## src/rtl/fetch_pkg.sv

```systemverilog
// Shared constants and types for the RV32I fetch stage.
package fetch_pkg;

  localparam int          DEPTH_DEFAULT = 2;
  localparam int          INST_W        = 32;
  localparam logic [31:0] NOP_INST      = 32'h0000_0013;
  localparam logic [31:0] PC_INC        = 32'd4;

  typedef struct packed {
    logic [31:0]       pc;
    logic [INST_W-1:0] inst;
  } fetch_entry_t;

  function automatic logic [31:0] align_pc(input logic [31:0] pc);
    return {pc[31:2], 2'b00};
  endfunction

endpackage

```

## src/rtl/fetch_fifo.sv

```systemverilog
// In-order buffer of {pc, inst} pairs between the memory response and decode.
module fetch_fifo
  import fetch_pkg::*;
#(
  parameter int DEPTH = DEPTH_DEFAULT
) (
  input  logic                   CLK,
  input  logic                   RST,
  input  logic                   push,
  input  fetch_entry_t           push_data,
  input  logic                   pop,
  input  logic                   flush,
  output fetch_entry_t           head,
  output logic [$clog2(DEPTH):0] count
);

  localparam int AW = $clog2(DEPTH);

  fetch_entry_t  mem [DEPTH];
  logic [AW-1:0] rd_ptr;
  logic [AW-1:0] wr_ptr;

  always_ff @(posedge CLK) begin
    if (push && !RST && !flush) begin
      mem[wr_ptr] <= push_data;
    end
  end

  // Flush wins over a same-cycle push or pop.
  always_ff @(posedge CLK) begin
    if (RST || flush) begin
      rd_ptr <= '0;
      wr_ptr <= '0;
      count  <= '0;
    end else begin
      if (push) wr_ptr <= wr_ptr + 1'b1;
      if (pop)  rd_ptr <= rd_ptr + 1'b1;
      case ({push, pop})
        2'b10:   count <= count + 1'b1;
        2'b01:   count <= count - 1'b1;
        default: ;
      endcase
    end
  end

  assign head = (count != '0) ? mem[rd_ptr] : '0;

endmodule

```

## src/rtl/fetch.sv

```systemverilog
// RV32I fetch stage: sequential PC generation, credit-limited reads, redirect
// handling with stale-response dropping, and a small in-order output buffer.
module fetch
  import fetch_pkg::*;
#(
  parameter logic [31:0] START_PC = 32'h0000_0000,
  parameter int          DEPTH    = DEPTH_DEFAULT
) (
  input  logic        CLK,
  input  logic        RST,
  input  logic        STALL,
  input  logic        BR_EN,
  input  logic [31:0] BR_PC,
  output logic        INST_RDEN,
  output logic [31:0] INST_RDADDR,
  input  logic        INST_RDVALID,
  input  logic [31:0] INST_RDDATA,
  output logic [31:0] I_PC,
  output logic [31:0] I_INST,
  output logic        I_VALID
);

  localparam int          CW      = $clog2(DEPTH) + 1;
  localparam logic [CW:0] DEPTH_W = (CW + 1)'(DEPTH);

  logic [31:0]   fetch_pc;
  logic [31:0]   resp_pc;
  logic [CW-1:0] outstanding;
  logic [CW-1:0] drop_cnt;
  logic [CW-1:0] fifo_count;
  logic          issue;
  logic          resp_live;
  logic          push;
  logic [CW:0]   drop_sum;
  logic [CW-1:0] drop_next;
  fetch_entry_t  head;
  fetch_entry_t  push_entry;

  assign issue     = !RST && !BR_EN &&
                     (({1'b0, outstanding} + {1'b0, fifo_count}) < DEPTH_W);
  assign resp_live = INST_RDVALID && (drop_cnt == '0);
  assign push      = resp_live && !BR_EN;

  assign INST_RDEN   = issue;
  assign INST_RDADDR = fetch_pc;
  assign I_VALID     = (fifo_count != '0) && !STALL && !BR_EN;
  assign I_PC        = head.pc;
  assign I_INST      = head.inst;
  assign push_entry  = '{pc: resp_pc, inst: INST_RDDATA};

  // On a redirect every live read becomes stale; a response arriving in the
  // same cycle retires one of them, whichever stream it belonged to.
  always_comb begin
    drop_sum = {1'b0, drop_cnt} + {1'b0, outstanding};
    if (INST_RDVALID && (drop_sum != '0)) begin
      drop_sum = drop_sum - 1'b1;
    end
    drop_next = drop_sum[CW] ? '1 : drop_sum[CW-1:0];
  end

  // outstanding counts only reads of the current stream, so credit for the
  // redirect target is available immediately while stale reads drain.
  always_ff @(posedge CLK) begin
    if (RST) begin
      fetch_pc    <= START_PC;
      resp_pc     <= START_PC;
      outstanding <= '0;
      drop_cnt    <= '0;
    end else if (BR_EN) begin
      fetch_pc    <= align_pc(BR_PC);
      resp_pc     <= align_pc(BR_PC);
      outstanding <= '0;
      drop_cnt    <= drop_next;
    end else begin
      if (issue) fetch_pc <= fetch_pc + PC_INC;
      if (push)  resp_pc  <= resp_pc + PC_INC;
      if (INST_RDVALID && !resp_live) drop_cnt <= drop_cnt - 1'b1;
      case ({issue, resp_live})
        2'b10:   outstanding <= outstanding + 1'b1;
        2'b01:   outstanding <= outstanding - 1'b1;
        default: ;
      endcase
    end
  end

  fetch_fifo #(
    .DEPTH(DEPTH)
  ) u_fifo (
    .CLK      (CLK),
    .RST      (RST),
    .push     (push),
    .push_data(push_entry),
    .pop      (I_VALID),
    .flush    (BR_EN),
    .head     (head),
    .count    (fifo_count)
  );

endmodule

```

## config.mk

```make
export PLATFORM = sky130hd
export DESIGN_NAME = fetch
export DESIGN_NICKNAME = d
export VERILOG_FILES = /design/src/rtl/fetch_pkg.sv /design/src/rtl/fetch_fifo.sv /design/src/rtl/fetch.sv
export SDC_FILE = /design/constraint.sdc
export NUM_CORES = 1
export LEC_CHECK = 0
export BUFFER_PORTS_ARGS = -buffer_cell sky130_fd_sc_hd__buf_2
export CORE_MARGIN = 2
export CORE_UTILIZATION = 50
export CTS_CLUSTER_SIZE = 24
export DETAILED_ROUTE_END_ITERATION = 6
export PLACE_DENSITY_LB_ADDON = 0.2
export RECOVER_POWER = 25
export SLEW_MARGIN = 20
export SYNTH_ARGS = -nofsm -noshare
export SYNTH_HDL_FRONTEND = slang
export SYNTH_HIERARCHICAL = 1
export SYNTH_SLANG_ARGS = --single-unit
```

## constraint.sdc

```tcl
create_clock -name CLK -period 21.1 [get_ports CLK]
set_clock_uncertainty 0.1 [all_clocks]
set_input_delay 2.11 -clock CLK [delete_from_list [all_inputs] [get_ports CLK]]
set_output_delay 2.11 -clock CLK [all_outputs]
set_load 0.1 [all_outputs]
```

==> results of run 1 <==
-- cell usage in the layout, fill, tap and decap left out, drive strengths merged, types with 19 or more instances in the layout --
cell	instances
buf	158
clkbuf	28
dfxtp	69
edfxtp	128
inv	22
mux2i	65
nand2	38
nand3	30
nand4	28
nor2	87
nor3	25
nor4	20
o31a	19
-- layer usage --
layer	global-route usage	part of all wire	vias to the layer above	wire [microns]
met2	0.318	0.45	250	9160
met4	0.0779	0.018	0	368
li1	-	-	3290	-
met1	0.309	0.47	3147	9600
met5	0	0	-	0
met3	0.0440	0.067	26	1370
-- worst max path at each step --
stage	startpoint	to	slack (ns)	cells after the start
floorplan	BR_EN	u_fifo/mem[0][0]	11.26	6
global placement	RST	INST_RDEN	15.21	4
detailed placement	RST	INST_RDEN	15.20	4
CTS	RST	INST_RDEN	15.20	4
global route	RST	INST_RDEN	15.16	4
finish	RST	INST_RDEN	15.20	4
-- cell type report --
type	instances	share of cell area
Inverter	19	0.00793
Clock buffer	18	0.0406
Multi-Input combinational cell	530	0.334
Timing Repair Buffer	168	0.0817
Clock inverter	14	0.0136
Sequential cell	197	0.495
Tap cell	229	0.0271
-- per-stage QoR --
step                      worst slack [ns]   util  hold WS (ns)  cells  total power, uW
after floorplan                      11.26      -         0.341    793              556
after detailed placement             15.20  0.560         0.420   1142              587
final                                15.20  0.592         0.429   1175              891
after CTS                            15.20  0.592         0.431   1174              897
after global placement               15.21  0.560         0.407   1142              585
after global routing                 15.16  0.592         0.441   1175              926
-- power by group through the flow --
| stage | clock network, uW | registers [uW] | logic, uW |
|---|---|---|---|
| floorplan | 0 | 474 | 81.9 |
| global placement | 0 | 449 | 136 |
| finish | 313 | 441 | 137 |
| CTS | 318 | 441 | 138 |
| global route | 336 | 443 | 147 |
| detailed placement | 0 | 449 | 137 |
-- kinds of logic (layout without fill, tap and decap cells) --
family,count (synthesis),in the layout,synth area share
AND/OR/NAND/NOR,292,292,0.171
buffers and inverters,66,219,0.0343
XOR/XNOR,23,23,0.0223
AO/OA/AOI/OAI,134,134,0.107
adder cells (fa/ha/maj),10,10,0.0155
multiplexers,65,65,0.0720
other,1,6,0.000415
flip-flops,197,197,0.578
-- registers in the layout, indices dropped and copies added (netlist names), named ones only --
signal         cells
u_fifo/mem       128
INST_RDADDR       30
resp_pc           30
drop_cnt           2
outstanding        2
u_fifo/count       2
u_fifo/rd_ptr      1
u_fifo/wr_ptr      1
-- worst register-to-register path, cell delays in order (launching register included) --
cell and delay (ns):
dfxtp_1 0.48, and2_1 0.19, fa_1 0.51, or4_4 0.69, clkinv_8 0.14, nand3_4 0.14
or4b_1 0.50, a31oi_1 0.17
==> impl_results.md, run 1 <==
* Outcome: completed
* Top cell by count, worst path: buf_2
* Clock Latency Late Sink at around 0.42 ns
* Most numerous cell in the Yosys netlist: edfxtp_1
* Startpoint Class: input port
* Most area-consuming cells after synthesis: edfxtp_1 (43%), dfxtp_1 (15%), mux2i_1 (7.2%), nor2_1 (3.6%), nand4_1 (1.9%)
* WS Path Type: in -> out
* Netlist cell types at 58
* First-pass GRT wire length at between 30 and 40 mm
* Maximum vdd drop at 0.0636 mV
* Total negative slack at 0 ns
* Post-synth top area cell: edfxtp_1
* Max clock buf depth at 2
* Syn_area_per_cell at between 10 and 15 sq um
* Buf/Inv on CP at 3
* Drt pass-1 iters at 4
* Register area share after synthesis at 0.578
* CTS tree: yes
* PwrDens at 84.3 mW/mm^2
* Total CTS buffers at 17
* DR vias/cell at 5.71
* Worst R2R Start: u_fifo/count[0]
* Postcts setup bufs at 0
* Buffers on Ports at around 160
* Asr flop ratio synth at 0
* Largest net degree at the start of global routing at 65
* Filler Cell Count at around 1500
* EDFF count, synth at roughly 130
* Hold path depth at 0
* Hold EP: u_fifo/mem[1][60]
* Max-slew headroom at 0.267
* Main synth FF type: edfxtp_1
* Worst path slowest cell: or4_4
* Cts repair resizes at 0
* H-Tree Depth at 4
* FF+latch count, synth at 197
* ANT cells at 0
* Initial DRC Count at 504
* Crit path largest cell delay at approximately 0.64 ns
* Sw Ratio at 0.301
* Clock power share at 0.351
* Max Clk Rate at about 170 MHz
* Cell-internal power at just over 600 uW
* Gr ovfl total at 0
* Nets@finish at between 1000 and 1500
* Register area at 0.00523 sq mm
* Max_cap viols at 0
* Die H at between 100 and 150 microns
* Die W at between 100 and 150 microns
* Post-synth top cells: edfxtp_1 (128), nor2_1 (86), dfxtp_1 (69)
* Synthesized instance count at ~790
* Die area at between 0.015 and 0.02 sq mm
* Core Region at between 0.015 and 0.02 sq mm
* Setup crit end kind: output port
* Initial antenna violation count at 0
* Dpl hpwl at 13.7 mm
* Initial core utilization at 0.507
* CP cell instances: buf_2, or4_4, clkinv_8, buf_2
* Row count at 49
* Setup violators final at 0
* Vias at between 6000 and 7000
* WL per Instance at between 15 and 20 microns
* Period minus WS final at roughly 5.9 ns
* Worst hold start: resp_pc[28]
* Reg2reg path depth at 7
* Placer Congestion at 0.874
* Critical path peak fanout at 36
* Clock Sinks at slightly below 200
* Hold_buf cts at 0
* Worst Path Arrival at between 3 and 4 ns
* P_sw at 268 uW
* Final ANT Viol Nets at 0
* DRT Wirelength at 20.5 mm
* Post-synth top area share at 0.425
* Worst-margin pin slew at between 1 and 1.5 ns
* Post-DP Area at roughly 0.01 sq mm
* YS warnings at 6
* Num ports at between 150 and 200
* Max-slew violation count at 0
* Final period utilization at 0.280
* Hold Path Class: reg -> reg
* Clock-pin slew on the worst setup and hold paths at roughly 0.070 ns
* Final Cell Area at approximately 0.011 sq mm
* Reg-to-reg endpoint: INST_RDADDR[17]
* Flop2flop setup slack at roughly 18 ns
* Comb power frac at 0.154
* Critical Path RT at around 19 ns
* Final Hold Viols at 0
* Sequential Power Share at 0.495
* Area Growth Syn to Fin at 16.9%
* Layout cells sized above 1 at 0.215
* Crit-path leading delay family: buffers and inverters
* Mapped Area at around 0.009 sq mm
* Multi-input gate area at ~0.0035 sq mm
* RSZ-0062 raised after global routing: false
* Remaining DRCs at 0
* Vias in the first global route at roughly 6200
* Pleak at between 0.003 and 0.004 uW
* GRT Util Overall at 0.213
* Root buf cell: clkbuf_16
Power figures use the tool's default switching activity.
==> run 2, diff against run 1 <==
--- a/config.mk
+++ b/config.mk
@@ -5,6 +5,7 @@
 export SDC_FILE = /design/constraint.sdc
 export NUM_CORES = 1
 export LEC_CHECK = 0
+export ABC_AREA = 1
 export BUFFER_PORTS_ARGS = -buffer_cell sky130_fd_sc_hd__buf_2
 export CORE_MARGIN = 2
 export CORE_UTILIZATION = 50
==> constraint.sdc (replaced) <==
create_clock -name CLK -period 6 [get_ports CLK]
set_clock_uncertainty 0.1 [all_clocks]
set_input_delay 0.6 -clock CLK [delete_from_list [all_inputs] [get_ports CLK]]
set_output_delay 0.6 -clock CLK [all_outputs]
set_load 0.1 [all_outputs]
==> run 2 against run 1 <==
Die area up 7.9%. First-iteration DRC count up 0.20%. Via count up 16%. Total power rose to 3.7 times the previous value. Critical path depth up 1. Combinational power rose to 3.7 times the previous value. Register-to-register slack worse by 15 ns. Global-route usage up 0.38 points. Core utilization down 0.89 points. Hold slack worse by 0.18 ns. Clock power rose to 3.9 times the previous value. Largest power group unchanged.
==> impl_results.md, run 2 <==
* Outcome: completed
* First-pass GRT wire length at 35.3 mm (+8.6%)
* Initial DRC Count at 505 (+0.20%)
* Most area-consuming cells after synthesis: edfxtp_1 (39%), dfxtp_1 (14%), nand2_1 (14%), a21oi_2 (5.5%), inv_1 (4.0%)
* Max_cap viols at 0 (unchanged)
* Buffers on Ports at 162 (unchanged)
* Area Growth Syn to Fin at 15.5%
* Initial antenna violation count at 0 (unchanged)
* Routed length on met2 at 10.2 mm (+11%)
* Synthesized instance count at 1123 (+43%)
* Clock-pin slew on the worst setup and hold paths at 0.07 ns (about the same)
* Placer Congestion at 0.896 (+2.5%)
* Post-DP Area at 0.0107 sq mm (+6.8%)
* RSZ-0062 raised after global routing: false
* Worst Path Arrival at 3.02 ns (-0.67 ns)
* Die W at 144 microns (+3.9%)
* Root buf cell: clkbuf_16
* Final Cell Area at 0.0113 sq mm (+6.7%)
* Layout cells sized above 1 at 0.222 (+0.00737)
* Drt pass-1 iters at 5 (+1)
* Syn_area_per_cell at 8.70 sq um (-24%)
* Mapped Area at 0.00977 sq mm (+8.1%)
* Most flop-heavy register: u_fifo/mem
* Most common cell after layout, fill and taps aside: nand2_1
* Die H at 144 microns (+3.9%)
* CTS tree: yes
* Total negative slack at 0 ns (unchanged)
* WS Path Type: reg -> out
* Worst path slowest cell: clkinv_2
* Netlist cell types at 41 (-29%)
* Flop2flop setup slack at 3.42 ns (-14.68 ns)
* Setup violators final at 0 (unchanged)
* Total CTS buffers at 17 (unchanged)
* Max Clk Rate at around 270 MHz
* Met1 WL at 10.3 mm (+7.1%)
* Hold Path Class: in -> reg
* Vias at 7815 (+16%)
* Place WS at 2.57 ns (-12.63 ns)
* Placed cell count at 1517 (+33%)
* Row count at 51 (+4.1%)
* Final Hold Viols at 0 (unchanged)
* DR vias/cell at 5.05 (-12%)
* Final ANT Viol Nets at 0 (unchanged)
* Gr ovfl total at 0 (unchanged)
* Post-synth top area share at 0.393 (-0.0319)
* PwrDens at 290 mW/mm^2 (+240%)
* Crit path largest cell delay at 0.95 ns (+0.31 ns)
* Post-synth top area cell: edfxtp_1
* ANT cells at 0 (unchanged)
* Hold EP: u_fifo/mem[0][8]
* Die area at 0.0207 sq mm (+7.9%)
* EDFF count, synth at 128 (unchanged)
* Critical Path RT at 5.30 ns (-13.59 ns)
* Setup crit end kind: output port
* Clock Sinks at 197 (unchanged)
* Post-synth top cells: nand2_1 (366), edfxtp_1 (128), inv_1 (104)
* Vias in the first global route at 7247 (+17%)
* Worst R2R Start: u_fifo/count[0]
* Largest register FFs at 128 (unchanged)
* Register area share after synthesis at 0.535 (-0.0433)
* Post-route insts no fill at 1549 (+32%)
* Top layer reached by signal wires: met4
* Dpl hpwl at 14.9 mm (+8.6%)
* DRT Wirelength at 22.1 mm (+7.7%)
* Maximum vdd drop at 0.201 mV (+220%)
* Max-slew headroom at 0.351 (+0.0841)
* Max-slew violation count at 0 (unchanged)
* Reg2reg path depth at 11 (+4)
* Largest net degree at the start of global routing at 66 (+1.5%)
* Num ports at 167 (unchanged)
* Nets@finish at 1350 (+33%)
* Asr flop ratio synth at 0 (unchanged)
* Worst setup margin at 2.28 ns (-12.92 ns)
* CP cell instances: buf_4, clkinv_2, nand2_1, a21oi_2, buf_2
* Postcts setup bufs at 0 (unchanged)
* WL per Instance at 14.3 microns (-18%)
* WL met3 at 1.33 mm (-2.7%)
* Remaining DRCs at 0 (unchanged)
* Period minus WS final at about 3.7 ns
* Core Region at 0.0193 sq mm (+8.4%)
* H-Tree Depth at 4 (unchanged)
* GRT Util Overall at 0.217 (+0.00382)
* Most numerous cell in the Yosys netlist: nand2_1
* Cts repair resizes at 0 (unchanged)
* Worst hold start: INST_RDDATA[8]
* Clock Latency Late Sink at 0.43 ns (about the same)
* Hold path depth at 1 (+1)
* Initial core utilization at 0.505 (-0.00129)
* Final period utilization at 0.619
* Main synth FF type: edfxtp_1
* Hold_buf cts at 0 (unchanged)
* Pleak at 0.00457 uW (+22%)
* Max clock buf depth at 2 (unchanged)
* Worst-margin pin slew at 0.973 ns (-0.116 ns)
* YS warnings at 6 (unchanged)
* Critical path peak fanout at 65 (+81%)
* FF+latch count, synth at 197 (unchanged)
* Commonest non-fill, non-tap cells in the layout: nand2_1 (366), buf_2 (153), edfxtp_1 (128)
* Reg-to-reg endpoint: INST_RDADDR[19]
* Startpoint Class: flop
[run 2: per-layer routing]
metal	vias to the layer above	track usage
li1	3987	-
met1	3556	0.296
met2	251	0.351
met3	21	0.0347
met4	0	0.0753
met5	-	0
[run 2: cell type report]
class,instances,area [sq um]
flip-flops and latches,197,5230
inverters,112,427
well taps,265,332
multi-input cells,777,3840
repair buffers,166,830
clock inverters,15,204
fillers,1777,8050
clock buffers,17,425
[run 2: how the worst max path moves through the flow]
stage               startpoint          endpoint  slack (ns)  cells after the start
floorplan                BR_EN  u_fifo/mem[0][0]        1.72                      4
global placement           RST         INST_RDEN        2.59                      7
detailed placement         RST         INST_RDEN        2.57                      7
CTS                       flop           I_PC[9]        2.41                      5
global route              flop          I_PC[27]        2.01                      5
finish                    flop          I_PC[27]        2.28                      5
[run 2: through the flow]
step                      power, uW  hold WS [ns]  utilization
final                          3280         0.254        0.584
after global placement         2080         0.353        0.552
after CTS                      3300         0.237        0.584
after floorplan                1990         0.345            -
after global routing           3400         0.240        0.584
after detailed placement       2090         0.360        0.552
[run 2: logic make-up (layout without fill, tap and decap cells)]
kind of cell	Yosys count	count (layout)	synth area share
other cells	1	6	0.000384
fa+ha+maj	10	10	0.0143
simple gates	555	555	0.237
buf+inv	154	310	0.0761
flops	197	197	0.535
xor+xnor	11	11	0.00986
compound gates	195	195	0.128
[run 2: critical path: cells and delay by family, from the launching register on]
family	cells	cell delay (ns)
AOI/OAI and AO/OA	1	0.09
buffers and inverters	3	1.83
and+or+nand+nor	1	0.31
DFF	1	0.31
[run 2: power breakdown]
group,internal (uW),switching [uW]
clock network,679,535
registers,1500,60.5
logic,113,392
total,2290,987
